===== config.mk =====
export PLATFORM = sky130hd
export DESIGN_NAME = slow_access_seq
export DESIGN_NICKNAME = d
export VERILOG_FILES = /design/src/rtl/slow_pkg.sv /design/src/rtl/slow_tick_div.sv /design/src/rtl/slow_access_seq.sv
export SDC_FILE = /design/constraint.sdc
export NUM_CORES = 1
export LEC_CHECK = 0
export CORE_MARGIN = 2
export CORE_UTILIZATION = 45
export DETAILED_ROUTE_END_ITERATION = 8
export PLACE_DENSITY = 0.88
export SLEW_MARGIN = 20
export SYNTH_ARGS = -nofsm -noshare
export SYNTH_HDL_FRONTEND = slang
export SYNTH_SLANG_ARGS = --single-unit

===== constraint.sdc =====
create_clock -name CLK -period 1.7 [get_ports CLK]
set_input_delay 0.17 -clock CLK [delete_from_list [all_inputs] [get_ports CLK]]
set_output_delay 0.17 -clock CLK [all_outputs]
set_load 0.02 [all_outputs]

===== src/rtl/slow_pkg.sv =====
// Shared state encodings, counter width and hit decode for the slow-access sequencer.
// Latency: n/a (declarations only).
// Backpressure: n/a.
package slow_pkg;

  localparam int CNT_W = 4;

  // Registered FSM states; the unused code 2'd3 is treated as IDLE.
  localparam logic [1:0] IDLE = 2'd0;
  localparam logic [1:0] SLOW = 2'd1;
  localparam logic [1:0] HOLD = 2'd2;

  // Chip-select / enable bit order: {Snd, SCSI, SCC, IWM, VIA, IACK}
  typedef logic [5:0] csVec_t;

  function automatic logic slowHit(input logic bact, input csVec_t cs, input csVec_t en);
    return bact & (|(cs & en));
  endfunction

endpackage


===== src/rtl/slow_tick_div.sv =====
// Hold-time prescaler: divides CLK by TICKDIV while enabled, flags the last count as Tick.
// Latency: Tick is combinational from the registered count; count advances each enabled cycle.
// Backpressure: none; Clr or a dropped En returns the count to 0 on the next edge.
module slow_tick_div
  import slow_pkg::*;
#(
  parameter int TICKDIV = 16
) (
  input  logic CLK,
  input  logic nPOR,
  input  logic En,
  input  logic Clr,
  output logic Tick
);

  localparam int PW = $clog2(TICKDIV);
  localparam logic [PW-1:0] LAST = PW'(TICKDIV - 1);

  logic [PW-1:0] presc;

  assign Tick = (presc == LAST);

  // Count 0..TICKDIV-1 only while enabled; parked at 0 otherwise so each hold starts aligned
  always_ff @(posedge CLK) begin
    if (!nPOR) begin
      presc <= '0;
    end else if (Clr || !En || Tick) begin
      presc <= '0;
    end else begin
      presc <= presc + PW'(1);
    end
  end

endmodule


===== src/rtl/slow_access_seq.sv =====
// Slow-access sequencer: qualified peripheral hits force slow mode, held SlowTimeout ticks after the access.
// Latency: SlowReq/SlowBusy rise at the edge sampling a hit; hold ends SlowTimeout*TICKDIV cycles after BACT falls.
// Backpressure: none; new hits during HOLD re-enter SLOW, SlowGate follows SlowClockGate combinationally.
module slow_access_seq
  import slow_pkg::*;
#(
  parameter int TICKDIV = 16
) (
  input  logic       CLK,
  input  logic       nPOR,
  input  logic       BACT,
  input  logic       IACKCS,
  input  logic       VIACS,
  input  logic       IWMCS,
  input  logic       SCCCS,
  input  logic       SCSICS,
  input  logic       SndCS,
  input  logic       SlowIACK,
  input  logic       SlowVIA,
  input  logic       SlowIWM,
  input  logic       SlowSCC,
  input  logic       SlowSCSI,
  input  logic       SlowSnd,
  input  logic       SlowClockGate,
  input  logic [3:0] SlowTimeout,
  output logic       SlowReq,
  output logic       SlowGate,
  output logic       SlowBusy
);

  logic [1:0]       state;
  logic [1:0]       stateNxt;
  logic [CNT_W-1:0] cnt;
  logic [CNT_W-1:0] cntNxt;
  logic             hit;
  logic             tick;
  logic             divEn;
  logic             divClr;

  assign hit = slowHit(BACT,
                       {SndCS, SCSICS, SCCCS, IWMCS, VIACS, IACKCS},
                       {SlowSnd, SlowSCSI, SlowSCC, SlowIWM, SlowVIA, SlowIACK});

  // Prescaler runs only while holding with no fresh hit; restarts from 0 on HOLD entry
  assign divEn  = (state == HOLD) && !hit;
  assign divClr = (state == SLOW) && !BACT;

  slow_tick_div #(.TICKDIV(TICKDIV)) uTickDiv (
    .CLK  (CLK),
    .nPOR (nPOR),
    .En   (divEn),
    .Clr  (divClr),
    .Tick (tick)
  );

  // Next-state and hold-count decode; a hit in HOLD beats the final tick
  always_comb begin
    stateNxt = state;
    cntNxt   = cnt;
    case (state)
      SLOW: begin
        if (!BACT) begin
          if (SlowTimeout == 4'd0) begin
            stateNxt = IDLE;
          end else begin
            stateNxt = HOLD;
            cntNxt   = CNT_W'(SlowTimeout);
          end
        end
      end
      HOLD: begin
        if (hit) begin
          stateNxt = SLOW;
          cntNxt   = '0;
        end else if (tick) begin
          if (cnt <= CNT_W'(1)) begin
            stateNxt = IDLE;
            cntNxt   = '0;
          end else begin
            cntNxt = cnt - CNT_W'(1);
          end
        end
      end
      default: begin
        // IDLE, and the unused code folds back into IDLE
        stateNxt = hit ? SLOW : IDLE;
      end
    endcase
  end

  // State and hold-count registers; reset wins over any in-flight sequence
  always_ff @(posedge CLK) begin
    if (!nPOR) begin
      state <= IDLE;
      cnt   <= '0;
    end else begin
      state <= stateNxt;
      cnt   <= cntNxt;
    end
  end

  assign SlowReq  = (state == SLOW) || (state == HOLD);
  assign SlowBusy = (state == SLOW);
  assign SlowGate = SlowReq & SlowClockGate;

endmodule


Word-level counts from Yosys, hierarchy flattened. Index checks and enable logic that the tools add are counted.

Input port bits: 20. Memories: 0. Bits in latches: 0. Memory bits (writable): 0. Word-level logic and storage cells: 44. Register bits after elaboration: 10. Output and inout port bits: 3. Bits in read-only memories: 0.

Bitwise logic cells: 4. $add $sub $neg: 2. Reductions and logical operators: 14. Eq/ne operators: 7. Shift operators: 0. Multipliers: 0. Div/mod/pow operators: 0. Muxes and demuxes: 13. $lt $le $gt $ge: 1.

Operator list (count): 4-bit two-way mux (5); 2-bit two-way mux (5); 4-bit one-hot mux with 2 select lines (1); 6-bit bitwise AND (1); 6-bit OR reduction (1); 4-bit by 1-bit adder with 4-bit output (second input constant) (1); 4-bit == test (second input constant) (1); 4-bit by 1-bit <= comparator with 1-bit output (second input constant) (1); 4-bit zero test (1); 2-bit != test (second input constant) (2); 2-bit one-hot mux with 2 select lines (1); 4-bit AND reduction (1); 4-bit by 1-bit subtractor with 4-bit output (second input constant) (1); 1-bit zero test (3); 1-bit logical OR (3); 3-bit by 2-bit != test with 1-bit output (second input constant) (1); 3-bit != test (second input constant) (1); 3-bit AND reduction (1); 1-bit bitwise AND (2); 2-bit by 1-bit == test with 1-bit output (second input constant) (1); 2-bit == test (second input constant) (1); 1-bit logical AND (2); 2-bit nonzero test (1); 2-bit OR reduction (1); 2 further kinds (2).

Depth between registers and ports, before layout. Gate-level depths: netlist (run 1).

Depth in word-level cells: 9. Gate-level depth with buffers: 7. Mapped depth without buffers: 6.

Modules after synthesis. A second synthesis (run 1) with hierarchy kept.

Cells, all modules: 74. Area total of the unflattened synthesis: 651.9 sq um.

By module, submodules not included: slow_access_seq (area an instance 488.0 sq um, sequential area each 120.1 sq um, cells each 58, instances 1); slow_tick_div (area an instance 163.9 sq um, sequential area each 80.1 sq um, cells each 16, instances 1).

Least setup slack after synthesis (run 1). OpenSTA, ideal clock, no wires.

Path type: reg-to-reg. From: register state[0]. To: register cnt[2]. Clock period less this slack: 1.523 ns. Library setup time: 0.131 ns. Required time: 1.569 ns. Stages on the path, launching flop included: 8. Arrival time: 1.392 ns. Buffers on the path: 1. Setup slack: 0.177 ns. Path through: dfxtp_1 > inv_1 > ha_1 > buf_4 > nand2_1 > a311oi_1 > a21o_1 > o211ai_1.

Longest elaborated chain between the ends: 3. Elaborated cells on any way between the ends: 8. Classes of those cells: eq/ne: 5; mux: 1; reduce/logical: 2.

Ends and longest elaborated chain: from (decl) (RTL line slow_access_seq.sv:31) `logic [1:0] state;`; from (signal assigned) (RTL line slow_access_seq.sv:97) `state <= stateNxt;`; 2-bit == test / 2-bit by 1-bit == test with 1-bit output (equally long branches) (RTL line slow_access_seq.sv:60) `case (state)`; 3-bit by 2-bit != test with 1-bit output (no line), or another cell as far along; 4-bit AND reduction (no line); to (signal assigned) (RTL line slow_access_seq.sv:98) `cnt <= cntNxt;`; to (decl) (RTL line slow_access_seq.sv:33) `logic [CNT_W-1:0] cnt;`.

Several ways; a longest one is shown, not always the timed one. A chain may end at the register's enable or synchronous reset.

Final worst setup path (run 1).
From: register state[1]. To: register cnt[2].

Same word-level chain as after synthesis.

==> results of run 1 <==
[cells in the mapped netlist, types with 2 or more instances]
library cell	instances	area (µm²)
inv_1	11	41.29
dfxtp_1	10	200.2
nand2_1	6	22.52
nor2_1	6	22.52
ha_1	5	62.56
a211oi_1	3	22.52
a22oi_4	3	63.81
nand2b_1	3	18.77
o31ai_1	3	22.52
a211oi_2	2	25.02
nand3_1	2	10.01
nor3_1	2	10.01
o21ai_0	2	10.01
o32a_1	2	20.02
[layout make-up]
class	instances	area share [%]
clock buffers	4	3.477
inverters	11	3.957
multi-input cells	58	48.32
flip-flops and latches	10	19.42
well taps	16	1.918
repair buffers	25	22.90
[final timing paths]
kind                                          end  slack [ns]  depth (start not counted)
worst max-delay path                       cnt[2]        0.11                          6
worst min-delay path            uTickDiv.presc[0]        0.45                          1
worst max register to register             cnt[2]        0.11                          6
worst min register to register  uTickDiv.presc[0]        0.45                          1
[what timing repair did]
item	in CTS	in global routing
endpoints found under the setup margin	3	4
resized for setup	3	4
hold buffers	0	0
[cells by family (layout without fill, tap and decap cells)]
| family | count (synthesis) | count (layout) | synth area share, % |
|---|---|---|---|
| AO/OA/AOI/OAI | 26 | 26 | 37.14 |
| buffers and inverters | 12 | 40 | 6.555 |
| XOR/XNOR | 2 | 2 | 2.353 |
| flip-flops | 10 | 10 | 26.89 |
| adder cells (fa/ha/maj) | 5 | 5 | 8.403 |
| AND/OR/NAND/NOR | 25 | 25 | 18.66 |
[state kept, by name, indices dropped and copies added, names as in the netlist]
name            cells
cnt                 4
state               2
uTickDiv.presc      4
[per-layer routing]
layer / GRT usage, % / routed length [µm] / vias up
li1: - / - / 354
met1: 21.67 / 668 / 354
met2: 40.29 / 990 / 29
met3: 6.939 / 102 / 7
met4: 11.52 / 46 / 0
met5: 0 / 0 / -
[report_power, final]
part	internal, mW	leakage (nW)	switching [mW]
sequential	0.246	0.0821	0.0107
clock	0.130	0.0210	0.0917
combinational	0.0976	0.324	0.0957
[through the flow]
stage	std cells	hold WS [ns]	setup slack, ns
after floorplan	80	0.3469	0.1766
after global placement	120	0.4318	-0.03453
after detailed placement	120	0.4451	-0.1208
after CTS	124	0.4568	0.02457
after global routing	124	0.4717	0.02108
final	124	0.4510	0.1063
==> metrics.yaml, run 1 <==
crit_path_end_kind: "flip-flop"
worst-path-buf-inv: 1
routedWlPerCell_um: 14.59
rsz0062_at_grt: "false"
grt_pass1_vias: 779
worstPathMaxFanout: 6
path_clk_slew_ns: 0.07
final_max_slew_viol_count: 0
multi_input_area_um2: 504.2
tightest_slew_ns: 0.5325
clock-sinks: 10
ant_nets: 0
ys_types: 34
n_antenna_cell: 0
ys.flop_type: "dfxtp_1"
ys_async_sr_fraction_pct: 0
clockBufferDepth: 2
finalWirelength_mm: 1.809
final_cell_mix: "clkdlybuf4s50_1 (19), inv_1 (11), dfxtp_1 (8)"
crit_path_start_kind: "flip-flop"
firstDrtPassIters: 4
outcome: "finished, final reports clean"
nNetsFinal: 134
dpl-instance-area_um2: 999.7
gp_congestion: 0.8757
initial_core_util_pct: 48.85
grt_overflow_total: 0
hp-start: "uTickDiv.presc[0]"
finish.utilization_pct: 68.47
num_io_pins: 23
hold_path.class: "flip-flop to flip-flop"
port_buffers: 22
arrival_ns: 1.74
drc_errors: 0
worstPathRequired_ns: 1.85
cp_slowest_cell: "dfxtp_1"
finalCriticalPeriod_ns: 1.594
maxCapViolations: 0
cts_setup_buffers: 0
ys_ff_latch: 10
critical-path-top-delay-family: "compound AO/OA/AOI/OAI gates"
crit_chain: "inv_1 > ha_1 > nand2b_1 > o22ai_2 > a21o_1 > o211ai_1"
slowest_delay_ns: 0.31
grt_pass1_wl_mm: 3.180
final_cell_area_mm2: 0.001044
regArea_um2: 202.7
cts_made_buffers: 3
yosys_warnings: 0
synth_area_per_cell_um2: 9.306
htreeDepth: 1
leakage_nw: 0.4274
timing.rr.start: "state[1]"
grt_use_total_pct: 21.99
drive_above_1_share_pct: 18.52
fmax_ghz: 0.6275
clk_latency_ns: 0.27
finalHoldViolCount: 0
rows: 14
netlist_area_um2: 744.5
peakVddDrop_uv: 406.1
fin_crit_sh_pct: 93.74
netlist_instances: 80
synth_nets: 105
grt_max_degree: 10
cts_tree: "built"
route.vias.total: 744
syn2layout_area_growth_pct: 40.17
p_per_area_mw_per_mm2: 643.6
cts_root_buffer: "clkbuf_4"
nFillCells: 124
vias_per_cell: 6.000
fin_total_pwr_uw: 671.6
core_region_area_mm2: 0.001524
startpoint: "state[1]"
setup_violations: 0
antenna_found_initial: 0
fp.dieW_um: 44.68
fin_tns_setup_ns: 0
place_hpwl_mm: 1.548
first_iter_violations: 15
crit_type: "flip-flop to flip-flop"
slew_headroom_pct: 64.19
synth-seq-area-share_pct: 26.89
synth-edff-count: 0
die_h_um: 44.68
skew_ns: 0.001718
fp.dieArea_mm2: 0.001996
final_common_cell: "clkdlybuf4s50_1"
No activity file was read; power rests on OpenSTA's default activity.
==> inputs of run 2 (changes only) <==
--- a/config.mk
+++ b/config.mk
@@ -5,7 +5,7 @@
 export SDC_FILE = /design/constraint.sdc
 export NUM_CORES = 1
 export LEC_CHECK = 0
-export CORE_MARGIN = 2
+export CORE_MARGIN = 4
 export CORE_UTILIZATION = 45
 export DETAILED_ROUTE_END_ITERATION = 8
 export PLACE_DENSITY = 0.88
==> run 2 against run 1 <==
  * Cell area is 1.8% lower
  * Flip-flop and latch count unchanged
  * Via count shrank 2.2%
  * First-iteration DRC count shrank 13%
  * Critical path depth unchanged
  * Die area is 19% higher
  * Register-to-register slack got worse by 0.03 ns
  * Final cell count decreased by 0.81%
  * Non-clock buffer count did not move
  * Core utilization decreased by 2.0 points
  * Highest routed layer unchanged
==> metrics.yaml, run 2 (synthesis results as in run 1) <==
routedWlPerCell_um: 13.96
port_buffers: 22
swShare_pct: 30.59
ant_nets: 0
hold_path.class: "flip-flop to flip-flop"
slowest_delay_ns: 0.50
cts_tree: "built"
nNetsFinal: 134
drc_errors: 0
clk_latency_ns: 0.27
rows: 14
grt_use_total_pct: 15.90
p_sw_uw: 186.6
fin_total_pwr_uw: 610.1
cts_setup_buffers: 0
timing.rr.start: "cnt[1]"
fmax_ghz: 0.6178
skew_ns: 0.01040
setup_violations: 0
path_clk_slew_ns: 0.07
worst-path-buf-inv: 1
cts_made_buffers: 3
finalCriticalPeriod_ns: 1.619
antenna_found_initial: 0
final_max_slew_viol_count: 0
crit_cells: 6
rsz0062_at_grt: "true"
hp-start: "uTickDiv.presc[0]"
fin_crit_sh_pct: 95.22
crit_path_start_kind: "flip-flop"
htreeDepth: 1
slew_headroom_pct: 68.69
num_io_pins: 23
dpl-instance-area_um2: 999.7
met3_length_um: 125
grt_overflow_total: 0
leakage_nw: 0.4196
crit_chain: "inv_1 > ha_1 > nor2_1 > o31ai_1 > or4_1 > o211ai_1"
n_antenna_cell: 0
wl_met1_um: 715
initial_core_util_pct: 48.30
grt_pass1_vias: 726
final_common_cell: "clkdlybuf4s50_1"
core_region_area_mm2: 0.001541
firstDrtPassIters: 4
vias_per_cell: 5.919
final_cell_mix: "clkdlybuf4s50_1 (19), inv_1 (11), dfxtp_1 (10)"
pwr-share-seq_pct: 41.9
cts_root_buffer: "clkbuf_4"
clkPwrFrac_pct: 27.1
p_per_area_mw_per_mm2: 595.4
outcome: "finished, final reports clean"
crit_type: "flip-flop to flip-flop"
maxCapViolations: 0
crit_path_end_kind: "flip-flop"
top_layer_used: "met4"
final_cell_area_mm2: 0.001025
p_int_uw: 423.5
ff2ff_path_depth: 6
die_h_um: 48.68
tightest_slew_ns: 0.4657
finalHoldViolCount: 0
comb_power_share_pct: 31.0
grt_max_degree: 10
critical-path-top-delay-family: "simple AND/OR/NAND/NOR gates"
fp.dieArea_mm2: 0.002369
finish.utilization_pct: 66.48
clockBufferDepth: 2
gp_congestion: 0.8584
worstPathMaxFanout: 4
clock-sinks: 10
ctsHoldBuffers: 0
holdWs_ns: 0.4495
min_path_cells: 1
syn2layout_area_growth_pct: 37.65
peakVddDrop_uv: 385.4
arrival_ns: 1.82
grt_pass1_wl_mm: 3.015
startpoint: "cnt[1]"
first_iter_violations: 13
cp_slowest_cell: "or4_1"
drive_above_1_share_pct: 14.95
worstPathRequired_ns: 1.90
route.vias.total: 728
place_hpwl_mm: 1.449
top_regs: "cnt (4), uTickDiv.presc (4), state (2)"
fp.dieW_um: 48.68
dr_wl_met2_um: 836
finalWirelength_mm: 1.717
==> run 2: cell count changes in the layout (fill, tap and decap cells not counted), sizes merged <==
cell,previous run,this run
clkbuf,4,3
==> run 2: per-stage QoR <==
step                      cells  worst slack, ns   TNS, ns
final                       123          0.08130         0
after global routing        123         -0.01206  -0.01206
after CTS                   123          0.09014         0
after detailed placement    120         -0.08468   -0.2716
after global placement      120         -0.03064  -0.04754
after floorplan              80           0.1766         0
==> run 2: final cells by class <==
| type | count | area, µm² |
|---|---|---|
| Tap cell | 16 | 20.02 |
| Multi-Input combinational cell | 58 | 501.7 |
| Fill cell | 139 | 516.7 |
| Inverter | 11 | 41.29 |
| Timing Repair Buffer | 25 | 239.0 |
| Clock buffer | 3 | 22.52 |
| Sequential cell | 10 | 200.2 |
==> run 2: path summary, 6_finish.rpt <==
check | endpoint | slack, ns
max reg2reg | cnt[2] | 0.08
max | cnt[2] | 0.08
min | uTickDiv.presc[0] | 0.45
min reg2reg | uTickDiv.presc[0] | 0.45
==> run 2: power by group through the flow <==
stage | logic (mW) | clock network, mW | registers, mW
detailed placement | 0.192 | 0 | 0.260
global route | 0.205 | 0.177 | 0.256
global placement | 0.188 | 0 | 0.260
finish | 0.189 | 0.165 | 0.256
floorplan | 0.102 | 0 | 0.258
CTS | 0.188 | 0.168 | 0.255
==> run 2: worst register-to-register path, stage by stage, from the launching register on <==
cell and delay [ns]:
dfxtp_1 0.37, inv_1 0.08, ha_1 0.21, nor2_1 0.15
o31ai_1 0.14, or4_1 0.50, o211ai_1 0.10
==> run 2: timing repair <==
item                                   CTS  global route
endpoints found under the hold margin    0             0
setup endpoints to repair                3             5
resized for setup                        3             1
pin swaps                                0             0
==> run 2: metal layers <==
metal,global-route usage [%],up-vias
met3,3.067,4
li1,-,356
met2,25.65,33
met5,0,-
met4,10.76,0
met1,18.70,335
